==> config.mk <==
export PLATFORM = sky130hd
export DESIGN_NAME = shift_sequencer
export DESIGN_NICKNAME = d
export VERILOG_FILES = /design/src/rtl/shift_sequencer.sv
export SDC_FILE = /design/constraint.sdc
export NUM_CORES = 1
export LEC_CHECK = 0
export ABC_CLOCK_PERIOD_IN_PS = 3200
export CORE_MARGIN = 8
export CORE_UTILIZATION = 25
export DETAILED_ROUTE_END_ITERATION = 10
export SKIP_CTS_REPAIR_TIMING = 1
export SLEW_MARGIN = 10
export SYNTH_ARGS = -nofsm -noshare
export SYNTH_HDL_FRONTEND = slang
export SYNTH_SLANG_ARGS = --single-unit
==> constraint.sdc <==
create_clock -name dotclk_i -period 3.2 [get_ports dotclk_i]
set_input_delay 0.64 -clock dotclk_i [delete_from_list [all_inputs] [get_ports dotclk_i]]
set_output_delay 0.64 -clock dotclk_i [all_outputs]
set_load 0.005 [all_outputs]
==> src/rtl/shift_sequencer.sv <==
// Pixel shift sequencer: pops FIFO words into the pixel shifter and issues
// per-depth shift strobes, blanking and end-of-line for one display line.
module shift_sequencer (
  input  logic        dotclk_i,
  input  logic        reset_i,
  input  logic        den_i,
  input  logic [1:0]  mode_i,
  input  logic [10:0] line_len_i,
  input  logic        word_valid_i,
  input  logic [15:0] word_dat_i,
  output logic        word_ack_o,
  output logic [15:0] dat_o,
  output logic        load_o,
  output logic        shift1_o,
  output logic        shift2_o,
  output logic        shift4_o,
  output logic        shift8_o,
  output logic        blank_o,
  output logic        eol_o,
  output logic        underrun_o,
  input  logic        clr_underrun_i
);

  typedef enum logic [1:0] {
    IDLE  = 2'd0,
    FETCH = 2'd1,
    SHIFT = 2'd2
  } state_e;

  state_e      state_q, state_d;
  logic [1:0]  mode_q, mode_d;
  logic [10:0] len_q, len_d;
  logic [10:0] pix_cnt_q, pix_cnt_d;
  logic [3:0]  slot_cnt_q, slot_cnt_d;
  logic        underrun_q, underrun_d;

  logic        underrun_set;
  logic        last_slot;
  logic [3:0]  slots_m1;
  logic [3:0]  shift_vec;
  logic        load, ack, blank, eol;

  // len_q of 0 wraps to 2047 here, giving a 2048-slot line.
  assign last_slot = (pix_cnt_q == (len_q - 11'd1));

  always_comb begin
    slots_m1 = 4'd15;
    case (mode_q)
      2'b00:   slots_m1 = 4'd15;
      2'b01:   slots_m1 = 4'd7;
      2'b10:   slots_m1 = 4'd3;
      default: slots_m1 = 4'd1;
    endcase
  end

  always_comb begin
    state_d      = state_q;
    mode_d       = mode_q;
    len_d        = len_q;
    pix_cnt_d    = pix_cnt_q;
    slot_cnt_d   = slot_cnt_q;
    underrun_set = 1'b0;
    load         = 1'b0;
    ack          = 1'b0;
    shift_vec    = '0;
    blank        = 1'b1;
    eol          = 1'b0;

    case (state_q)
      IDLE: begin
        if (den_i) begin
          mode_d    = mode_i;
          len_d     = line_len_i;
          pix_cnt_d = '0;
          state_d   = FETCH;
        end
      end
      FETCH: begin
        if (!den_i) begin
          state_d = IDLE;
        end else begin
          pix_cnt_d = pix_cnt_q + 11'd1;
          if (word_valid_i) begin
            load       = 1'b1;
            ack        = 1'b1;
            blank      = 1'b0;
            slot_cnt_d = slots_m1;
            state_d    = SHIFT;
          end else begin
            underrun_set = 1'b1;
          end
          if (last_slot) begin
            eol     = 1'b1;
            state_d = IDLE;
          end
        end
      end
      SHIFT: begin
        if (!den_i) begin
          state_d = IDLE;
        end else begin
          pix_cnt_d  = pix_cnt_q + 11'd1;
          blank      = 1'b0;
          shift_vec  = 4'b0001 << mode_q;
          slot_cnt_d = slot_cnt_q - 4'd1;
          state_d    = (slot_cnt_q == 4'd1) ? FETCH : SHIFT;
          if (last_slot) begin
            eol     = 1'b1;
            state_d = IDLE;
          end
        end
      end
      default: state_d = IDLE;
    endcase

    // A set in the same cycle as a clear wins.
    underrun_d = underrun_set | (underrun_q & ~clr_underrun_i);
  end

  always_ff @(posedge dotclk_i) begin
    if (reset_i) begin
      state_q    <= IDLE;
      mode_q     <= 2'b00;
      len_q      <= '0;
      pix_cnt_q  <= '0;
      slot_cnt_q <= '0;
      underrun_q <= 1'b0;
    end else begin
      state_q    <= state_d;
      mode_q     <= mode_d;
      len_q      <= len_d;
      pix_cnt_q  <= pix_cnt_d;
      slot_cnt_q <= slot_cnt_d;
      underrun_q <= underrun_d;
    end
  end

  // Reset masks every strobe combinationally so nothing leaks in the reset cycle.
  assign dat_o      = word_dat_i;
  assign load_o     = load & ~reset_i;
  assign word_ack_o = ack & ~reset_i;
  assign shift1_o   = shift_vec[0] & ~reset_i;
  assign shift2_o   = shift_vec[1] & ~reset_i;
  assign shift4_o   = shift_vec[2] & ~reset_i;
  assign shift8_o   = shift_vec[3] & ~reset_i;
  assign blank_o    = blank | reset_i;
  assign eol_o      = eol & ~reset_i;
  assign underrun_o = underrun_q & ~reset_i;

endmodule

=== After elaboration in Yosys (flattened, before gate mapping) ===
Cells that the tools add are included.

* Register bits after elaboration: 31
* Input port bits: 34
* Word-level logic and storage cells: 73

* Add/sub/neg operators: 3
* Equality and inequality tests: 12
* Shift operators: 1
* Mux-type cells: 30
* Bitwise gates (word level): 12
* Reductions and logical operators: 9

{| class="wikitable"
|+ Operators with widths
! kind !! count
|-
| 11-bit two-way mux || 2
|-
| 11-bit one-hot mux with 2 select lines || 1
|-
| 4-bit two-way mux || 5
|-
| 2-bit two-way mux || 7
|-
| 4-bit one-hot mux with 3 select lines || 1
|-
| 11-bit by 1-bit adder with 11-bit output (second input constant) || 1
|-
| 11-bit equality test || 1
|-
| 1-bit two-way mux || 11
|-
| 11-bit by 1-bit subtractor with 11-bit output (second input constant) || 1
|-
| 1-bit AND || 8
|-
| 2-bit != test (second input constant) || 4
|-
| 4-bit one-hot mux with 2 select lines || 1
|-
| 2-bit one-hot mux with 3 select lines || 1
|-
| 2-bit by 1-bit equality test with 1-bit output (second input constant) || 2
|-
| 2-bit equality test (second input constant) || 2
|-
| 4-bit by 1-bit equality test with 1-bit output (second input constant) || 1
|-
| 2-bit logical NOT || 2
|-
| 4-bit != test (second input constant) || 1
|-
| 2-bit AND reduction || 2
|-
| 4-bit AND reduction || 1
|-
| 2-bit nonzero test || 2
|-
| 1-bit by 2-bit << shifter with 4-bit output (first input constant) || 1
|-
| 4-bit by 1-bit subtractor with 4-bit output (second input constant) || 1
|-
| 3-bit AND reduction || 1
|-
| 5 further kinds || 7
|}

=== Logic depth before layout (Yosys ltp) ===
Gate-level depths: netlist of the first run.

* Word-level depth: 6
* Depth in mapped cells: 10
* Gate-level depth less buffers: 8

=== Worst setup path after synthesis of the first run ===
No wires, ideal clock.

* Kind: register to output
* Start: reg len_q[0]
* End: out eol_o
* Data arrival time: 1823 ps
* Data required time: 2560 ps
* Setup slack: 737 ps
* Cell stages (with the launch flop): 11
* Cell sequence: dfxtp_1 buf_2 inv_1 ha_1 buf_2 nand2b_1 o211a_1 o31ai_1 nand4_1 nor3_1 and3_1

* Word-level cells in the longest chain between the ends: 6

{| class="wikitable"
|+ Ends and longest elaborated chain
! element !! RTL line !! RTL
|-
| start, declared || 32 || <nowiki>logic [10:0] len_q, len_d;</nowiki>
|-
| start signal, assigned || 131 || <nowiki>len_q <= len_d;</nowiki>
|-
| 11-bit by 1-bit subtractor with 11-bit output || 44 || <nowiki>assign last_slot = (pix_cnt_q == (len_q - 11'd1));</nowiki>
|-
| 11-bit equality test || 44 ||
|-
| 1-bit two-way mux || 92, 107 ||
|-
| 1-bit two-way mux || 99 || <nowiki>if (!den_i) begin</nowiki>
|-
| 1-bit two-way mux || -- ||
|-
| 1-bit AND || 147 || <nowiki>assign eol_o = eol & ~reset_i;</nowiki>
|-
| end, declared || 19 || <nowiki>output logic eol_o,</nowiki>
|}

No other way between the ends.

=== Final worst setup path of the first run ===
* Start: in den_i
* End: out shift4_o

* Word-level cells in the longest chain between the ends: 3

{| class="wikitable"
|+ Ends and longest elaborated chain
! element !! RTL line !! RTL
|-
| start, declared || 6 || <nowiki>input logic den_i,</nowiki>
|-
| 4-bit two-way mux || 99 ||
|-
| 4-bit two-way mux || 69 || <nowiki>case (state_q)</nowiki>
|-
| 1-bit AND || 144 || <nowiki>assign shift4_o = shift_vec[2] & ~reset_i;</nowiki>
|-
| end, declared || 16 || <nowiki>output logic shift4_o,</nowiki>
|}

No other way between the ends.

==> results of run 1 <==
path summary, 6_finish.rpt:
check,end,startpoint,depth (start not counted)
worst min-delay path,len_q[7],len_q[7],2
worst max-delay path,shift4_o,den_i,6
worst min register to register,len_q[7],len_q[7],2
worst max register to register,state_q[0],len_q[0],6
power groups by stage:
stage	logic (W)	registers [W]	clock network, W
2_1_floorplan	0.000400	0.000486	0
3_3_place_gp	0.000503	0.000499	0
3_5_place_dp	0.000506	0.000502	0
4_1_cts	0.000512	0.000493	0.000355
5_1_grt	0.000635	0.000504	0.000376
6_report	0.000568	0.000495	0.000346
metal layers:
layer / vias to the layer above / global-route usage [%]
met1: 791 / 10.78
met2: 37 / 14.84
met4: 0 / 3.317
li1: 890 / -
met5: - / 0
met3: 5 / 2.619
logic make-up after synthesis:
group / count (synthesis)
multiplexers: 3
AO/OA/AOI/OAI: 47
adder cells (fa/ha/maj): 8
buffers and inverters: 37
XOR/XNOR: 21
flip-flops: 31
AND/OR/NAND/NOR: 110
through the flow:
| step | utilization (%) | hold WS [ps] | total power [W] | instance area, µm² | setup TNS [ps] |
|---|---|---|---|---|---|
| 6_report | 31.65 | 499.9 | 0.001409 | 2459 | 0 |
| 3_3_place_gp | 29.28 | 465.4 | 0.001003 | 2275 | 0 |
| 3_5_place_dp | 29.28 | 474.5 | 0.001008 | 2275 | 0 |
| 4_1_cts | 30.62 | 484.2 | 0.001360 | 2379 | -133.7 |
| 5_1_grt | 31.65 | 539.7 | 0.001516 | 2459 | 0 |
| 2_1_floorplan | - | 449.6 | 0.0008865 | 2006 | 0 |
layout make-up:
class	instances	area (µm²)	area share [%]
repair buffers	34	322.8	13.13
clock buffers	7	96.34	3.919
clock inverters	1	7.507	0.3053
multi-input cells	189	1249	50.79
inverters	9	33.78	1.374
well taps	102	127.6	5.191
flip-flops and latches	31	621.8	25.29
cell usage after synthesis, types with 2 or more instances:
library cell / number
nand2_1: 43
dfxtp_1: 31
a21oi_1: 20
nor2_1: 20
buf_4: 17
xor2_1: 13
clkbuf_1: 9
ha_1: 8
xnor2_1: 8
inv_1: 7
nor3_1: 7
nand3_1: 6
a211oi_1: 5
and3_1: 5
nor2b_1: 4
nor3b_1: 4
o21ai_0: 4
nand2b_1: 3
nand3b_1: 3
o22ai_1: 3
and4_1: 2
buf_2: 2
inv_2: 2
nand4_1: 2
nor4_1: 2
o31ai_1: 2
registers in the layout, summed over array words and instances, names as in the netlist:
name and count:
pix_cnt_q 11, len_q 11, state_q 2, slot_cnt_q 4, underrun_q 1, mode_q 2
worst register-to-register path, delay by kind of cell, from the launching register on:
family          cells  cell delay, ps
compound gates      3             890
buf+inv             1             160
flops               1             320
simple gates        2             570
==> metrics.txt, run 1 <==
Row Count=32; Root Buffer=clkbuf_8; min Tclk post-route=between 2000 and 3000 ps; standby leakage power=between 0.9 and 1 nW; Reg clk slew, reported paths=roughly 60 ps; met1 WL=~2200 µm; Fmax achieved=344.2 MHz; syn_nets=approximately 300; cell taking the most area after synthesis=dfxtp_1; synth warn=0; H-tree levels=2; CTS sink cnt=31; status=completed; crit path launch type=primary input; sw power=about 0.00052 W; DRT iter0 DRCs=95; Max-slew headroom=between 60% and 70%; # diodes=0; Worst Skew=3.108 ps; critical path cell sequence=clkdlybuf4s50_1 > inv_2 > nor2_1 > nand2_1 > nor3b_1 > clkdlybuf4s50_1; type of the tightest min-delay check=reg2reg; DP Cell Count=about 360; antenna violations before repair=0; RSZ-0062 raised after global routing=false; Worst R2R Setup Slack=about 1100 ps; post-synth cell types=51; drt drc=0; kind of cell with the highest combined delay on the critical path=buffers and inverters; Synth Flop Type=dfxtp_1; Num CTS Buffers=5; # Max-Cap Violations=0; asr flop ratio synth=0%; Synth top area share=between 30 and 40%; Crit. End Element=output port; die width=~110 µm; Worst Path Arrival=around 2300 ps; Max FO, Critical Path=5; router iterations before antenna repair=4; vias=about 1.7k; area grow syn2layout=22.58%; Max VDD drop=between 200 and 250 µV; top cells by area, synth=dfxtp_1, nand2_1, buf_4; fraction of synthesized area in multiplexers=1.809%; cell mode on critical path=clkdlybuf4s50_1; # port buffers=26; Reg power frac=roughly a third; largest family of logic cells by synthesized area=simple AND/OR/NAND/NOR gates; Avg WL per Cell=12.97 µm; die area=11150 µm²; DRT antenna net count=0; Post-synth EDFFs=0; Post-Synth Adder-Cell Area=4.991%; Setup Viol. Count Final=0; GRT overflow=0; complex-gate fraction of the synthesized area=around 15%; RD Place Congestion=between 0.9 and 1; Syn Inst Count=257; CTS Buffer Depth=2; Fin. Hold Viols=0; Clk pwr share=between 20% and 30%; Initial Util=between 20% and 30%; pre-CTS setup slack=approximately 180 ps; CP Buf/Inv Count=3; Post-DP HPWL=3476 µm; largest net degree at the start of global routing=28; Logic pwr share=40.3%; Mapped Area=between 2000 and 2500 µm²; xor and xnor fraction of the mapped netlist area=9.170%; Ports=59; layout net count=~310; die height=~110 µm; clock insertion delay at the later pin of the skew report=290 ps; fin cells=about 370; Critical Path Slowest Stage Cell=clkdlybuf4s50_1; pwr/cell area=573.0 nW/µm²; Tightest Pin Transition=around 560 ps; Synth Register Bits=31; vias in the first global route=approximately 1.8k; final cycle utilization of the critical path=90.78%; Synth Area per Inst=between 7 and 8 µm²; max-slew violation count=0; core area=~8000 µm²; Sw Share=a little under two fifths; Via density=around 4.6; Met2 Wirelength=around 2400 µm; post-route setup slack=294.9 ps; global-route wire length before repair=roughly 8500 µm; most frequent cells in the layout=nand2_1, dfxtp_1, clkdlybuf4s50_1; routed wire length=slightly below 5000 µm; Int Pwr=between 0.0008 and 0.0009 W; sequential area share after synthesis=between 30 and 40%; post-synthesis simple-gate area fraction=between 20 and 30%; CTS tree=done; GRT Total Usage=between 8 and 9%; metal3 WL=approximately 240 µm; max incr delay on CP=between 500 and 600 ps; CP Class=in2out; share of cells above drive strength 1=between 10% and 20%; CP required=approximately 2600 ps; Fillers=between 800 and 900; leading cell type in the layout, fill and taps excluded=nand2_1; Max Used Layer=met4
No activity file was read; power rests on OpenSTA's default activity.
==> run 2, diff against run 1 <==
--- a/config.mk
+++ b/config.mk
@@ -7,8 +7,10 @@
 export LEC_CHECK = 0
 export ABC_CLOCK_PERIOD_IN_PS = 3200
 export CORE_MARGIN = 8
-export CORE_UTILIZATION = 25
+export CORE_UTILIZATION = 30
+export CTS_CLUSTER_DIAMETER = 120
 export DETAILED_ROUTE_END_ITERATION = 10
+export GPL_ROUTABILITY_DRIVEN = 0
 export SKIP_CTS_REPAIR_TIMING = 1
 export SLEW_MARGIN = 10
 export SYNTH_ARGS = -nofsm -noshare
==> run 2 against run 1 <==
Effect of this change: worst hold slack got worse by 27 ps; critical path type is now reg2out; sequential cell count is the same; largest power group unchanged; power down 5.2%; final area shrank 4.0%.
==> metrics.txt, run 2 (synthesized netlist as in run 1, its figures left out) <==
CP Class=reg2out; most frequent cells in the layout=nand2_1, dfxtp_1, clkdlybuf4s50_1; final cycle utilization of the critical path=a little over nine tenths; CP required=between 2000 and 3000 ps; # diodes=0; CTS tree=done; Max-slew headroom=between 60% and 70%; Root Buffer=clkbuf_8; status=completed; Fillers=693; multi-input logic area=approximately 1200 µm²; CTS sink cnt=31; vias=roughly 1.7k; H-tree levels=2; DRT antenna net count=0; # port buffers=26; Fmax achieved=318.6 MHz; Ports=between 50 and 60; post-route setup slack=~60 ps; crit path launch type=register; die height=97.77 µm; Worst Skew=4.531 ps; antenna violations before repair=0; routed wire length=~4700 µm; vias in the first global route=between 1.5k and 2k; Fin. Hold Viols=0; global-route wire length before repair=around 7800 µm; leading cell type in the layout, fill and taps excluded=nand2_1; Post-DP HPWL=between 3000 and 4000 µm; router iterations before antenna repair=4; type of the tightest min-delay check=reg2reg; pre-CTS setup slack=184.1 ps; register area=roughly 620 µm²; Via density=approximately 5.0; Setup TNS=0 ps; top flop regs=len_q x11, pix_cnt_q x11, slot_cnt_q x4; Tightest Pin Transition=591.0 ps; Crit. End Element=output port; CTS Buffer Depth=2; Max VDD drop=about 210 µV; # Max-Cap Violations=0; drt drc=0; Worst Path Arrival=roughly 2500 ps; Num CTS Buffers=5; GRT Total Usage=about a tenth; Avg WL per Cell=approximately 14 µm; die width=between 90 and 100 µm; area grow syn2layout=17.65%; max-slew violation count=0; min Tclk post-route=about 3100 ps; largest net degree at the start of global routing=25; Initial Util=around 30%; DRT iter0 DRCs=between 60 and 70; Row Count=30; share of cells above drive strength 1=about a tenth; standby leakage power=slightly below 0.9 nW; pwr/cell area=566.1 nW/µm²; core area=~6600 µm²; clock insertion delay at the later pin of the skew report=280 ps; layout net count=311; die area=between 9000 and 10000 µm²; Setup Viol. Count Final=0; Max FO, Critical Path=5; GRT overflow=0; Reg clk slew, reported paths=~70 ps
## run 2: layer usage
metal / part of all wire (%) / track usage [%] / up-vias
li1: - / - / 893
met1: 48 / 11.28 / 800
met2: 45 / 16.39 / 39
met3: 5.1 / 2.845 / 6
met4: 1.2 / 3.477 / 0
met5: 0 / 0 / -
## run 2: final cells by class
cell class	count	share of cell area [%]
Multi-Input combinational cell	189	51.06
Sequential cell	31	26.30
Timing Repair Buffer	33	13.26
Tap cell	80	4.242
Clock buffer	6	3.499
Inverter	9	1.432
Clock inverter	1	0.2121
## run 2: stage by stage
step / hold slack, ps / utilization (%) / power, W / area [µm²] / instances
3_5_place_dp: 467.2 / 33.82 / 0.001009 / 2247 / 342
4_1_cts: 476.7 / 35.14 / 0.001332 / 2335 / 349
3_3_place_gp: 464.6 / 33.82 / 0.001004 / 2247 / 342
5_1_grt: 511.9 / 35.52 / 0.001433 / 2360 / 349
6_report: 473.3 / 35.52 / 0.001336 / 2360 / 349
2_1_floorplan: 449.6 / - / 0.0008865 / 2006 / 257
## run 2: path summary, 6_finish.rpt
kind | cells past startpoint | start | endpoint | slack (ps)
worst max-delay path | 7 | len_q[4] | eol_o | 60
worst min-delay path | 2 | len_q[10] | len_q[10] | 470
worst max register to register | 6 | len_q[4] | state_q[0] | 1160
worst min register to register | 2 | len_q[10] | len_q[10] | 470
## run 2: worst max-delay path: stages (launching register included)
cell and delay, ps:
dfxtp_1 370, or4_1 600, o311ai_2 290, o21ai_1 100, nand2_1 150, nor3_2 70
and3_1 180, clkdlybuf4s50_1 450
## run 2: where the power goes
| part | switching, W | internal, W | leakage, nW |
|---|---|---|---|
| logic | 0.000291 | 0.000234 | 0.592 |
| clock network | 0.000149 | 0.000169 | 0.0470 |
| registers | 0.0000600 | 0.000433 | 0.253 |
| total | 0.000500 | 0.000836 | 0.891 |
==> run 3, diff against run 2 <==
--- a/config.mk
+++ b/config.mk
@@ -5,12 +5,13 @@
 export SDC_FILE = /design/constraint.sdc
 export NUM_CORES = 1
 export LEC_CHECK = 0
-export ABC_CLOCK_PERIOD_IN_PS = 3200
-export CORE_MARGIN = 8
+export ABC_CLOCK_PERIOD_IN_PS = 2500
+export CORE_MARGIN = 4
 export CORE_UTILIZATION = 30
 export CTS_CLUSTER_DIAMETER = 120
 export DETAILED_ROUTE_END_ITERATION = 10
 export GPL_ROUTABILITY_DRIVEN = 0
+export REMOVE_ABC_BUFFERS = 1
 export SKIP_CTS_REPAIR_TIMING = 1
 export SLEW_MARGIN = 10
 export SYNTH_ARGS = -nofsm -noshare
==> constraint.sdc (replaced) <==
create_clock -name dotclk_i -period 2.5 [get_ports dotclk_i]
set_input_delay 0.5 -clock dotclk_i [delete_from_list [all_inputs] [get_ports dotclk_i]]
set_output_delay 0.5 -clock dotclk_i [all_outputs]
set_load 0.005 [all_outputs]
==> run 3 against run 2 <==
Effect of this change: cell count grew 6.6%; critical endpoint unchanged; global-route usage is 2.5 points higher; final area is 11% higher; largest cell class unchanged; die area decreased by 16%.
==> metrics.txt, run 3 (synthesized netlist as in run 1, its figures left out) <==
status=completed; # port buffers=26; die area=just over 8000 µm²; DRT antenna net count=0; routed wire length=~4900 µm; Worst Path Arrival=~2000 ps; # Max-Cap Violations=0; Max Used Layer=met4; Fillers=632; Setup Viol. Count Final=0; global-route wire length before repair=between 8000 and 9000 µm; top flop regs=len_q x11, pix_cnt_q x11, slot_cnt_q x4; most frequent cells in the layout=nand2_1, buf_4, dfxtp_1; drt drc=0; die width=between 80 and 90 µm; Via density=roughly 5; largest net degree at the start of global routing=20; Setup TNS=0 ps; pre-CTS setup slack=-339.6 ps; Critical Path Slowest Stage Cell=dfxtp_2; Post-DP HPWL=approximately 3800 µm; Ports=59; Fin. Hold Viols=0; Tightest Pin Transition=roughly 740 ps; max incr delay on CP=approximately 330 ps; DRT iter0 DRCs=70; CTS tree=done; router iterations before antenna repair=4; antenna violations before repair=0; die height=between 80 and 90 µm; area grow syn2layout=30.57%; Worst R2R Setup Slack=roughly 460 ps; Met2 Wirelength=around 2300 µm; Reg clk slew, reported paths=approximately 60 ps; type of the tightest min-delay check=reg2reg; layout net count=336; CP required=around 2000 ps; clock insertion delay at the later pin of the skew report=roughly 280 ps; GRT Total Usage=between 10% and 20%; # diodes=0; leading cell type in the layout, fill and taps excluded=nand2_1; CTS Buffer Depth=2; Avg WL per Cell=around 13 µm; hold_ws=approximately 480 ps; Initial Util=between 30 and 40%; metal3 WL=240 µm; Num CTS Buffers=5; standby leakage power=1.124 nW; Worst Skew=6.501 ps; Max VDD drop=between 300 and 400 µV; RSZ-0062 raised after global routing=true; final cycle utilization of the critical path=around 100%; H-tree levels=2; crit path launch type=register; core area=6422 µm²; GRT overflow=0; min Tclk post-route=approximately 2500 ps; CP Class=reg2out; share of cells above drive strength 1=between 20 and 25%; Max-slew headroom=50.60%; vias in the first global route=about 1.8k; Root Buffer=clkbuf_8; Max FO, Critical Path=5; critical path cell sequence=buf_6 > o31a_1 > a2111oi_2 > nand4_1 > nor3_2 > and3_1 > buf_2; CTS sink cnt=31; Crit. End Element=output port; vias=between 1.5k and 2k; max-slew violation count=0; pwr/cell area=713.0 nW/µm²; met1 WL=between 2000 and 2500 µm; post-route setup slack=between 1.5 and 2 ps; Fmax achieved=between 400 and 500 MHz; Row Count=29
-- run 3: cell count changes in the layout (fill, tap and decap cells not counted), sizes merged --
| cell | change |
|---|---|
| clkinv | -1 |
| clkbuf | +2 |
| buf | +26 |
| clkdlybuf4s50 | -6 |
| dlymetal6s2s | +5 |
-- run 3: cell type report --
type                    instances  area (µm²)  area share [%]
clock buffers                   8       100.1           3.822
multi-input cells             189        1251           47.78
inverters                       9       33.78           1.290
flip-flops and latches         31       625.6           23.89
repair buffers                 58       511.7           19.54
well taps                      77       96.34           3.679
-- run 3: routing by layer --
metal	vias up	track usage [%]
met3	11	3.840
met1	865	14.90
met4	0	6.513
met5	-	0
met2	44	18.98
li1	943	-
-- run 3: critical path: cells and delay by family, from the launching register on --
family	cells	cell delay, ps
AND/OR/NAND/NOR	3	570
AO/OA/AOI/OAI	2	600
flip-flops	1	330
buffers and inverters	2	220
-- run 3: worst paths after layout --
path,cells after the start,start,to
worst max register to register,7,len_q[1],state_q[0]
worst max-delay path,7,len_q[1],eol_o
worst min-delay path,2,len_q[10],len_q[10]
worst min register to register,2,len_q[10],len_q[10]
-- run 3: report_power, final --
part / switching [W] / internal [W]
clock: 0.000189 / 0.000251
sequential: 0.0000720 / 0.000557
combinational: 0.000404 / 0.000394
total: 0.000665 / 0.00120
-- run 3: through the flow --
step	utilization [%]	power, W	instance area (µm²)	cells
finish	40.78	0.001867	2619	372
global route	40.78	0.001999	2619	372
CTS	39.41	0.001838	2531	372
detailed placement	37.85	0.001393	2431	364
global placement	37.85	0.001385	2431	364
floorplan	-	0.001096	1834	229
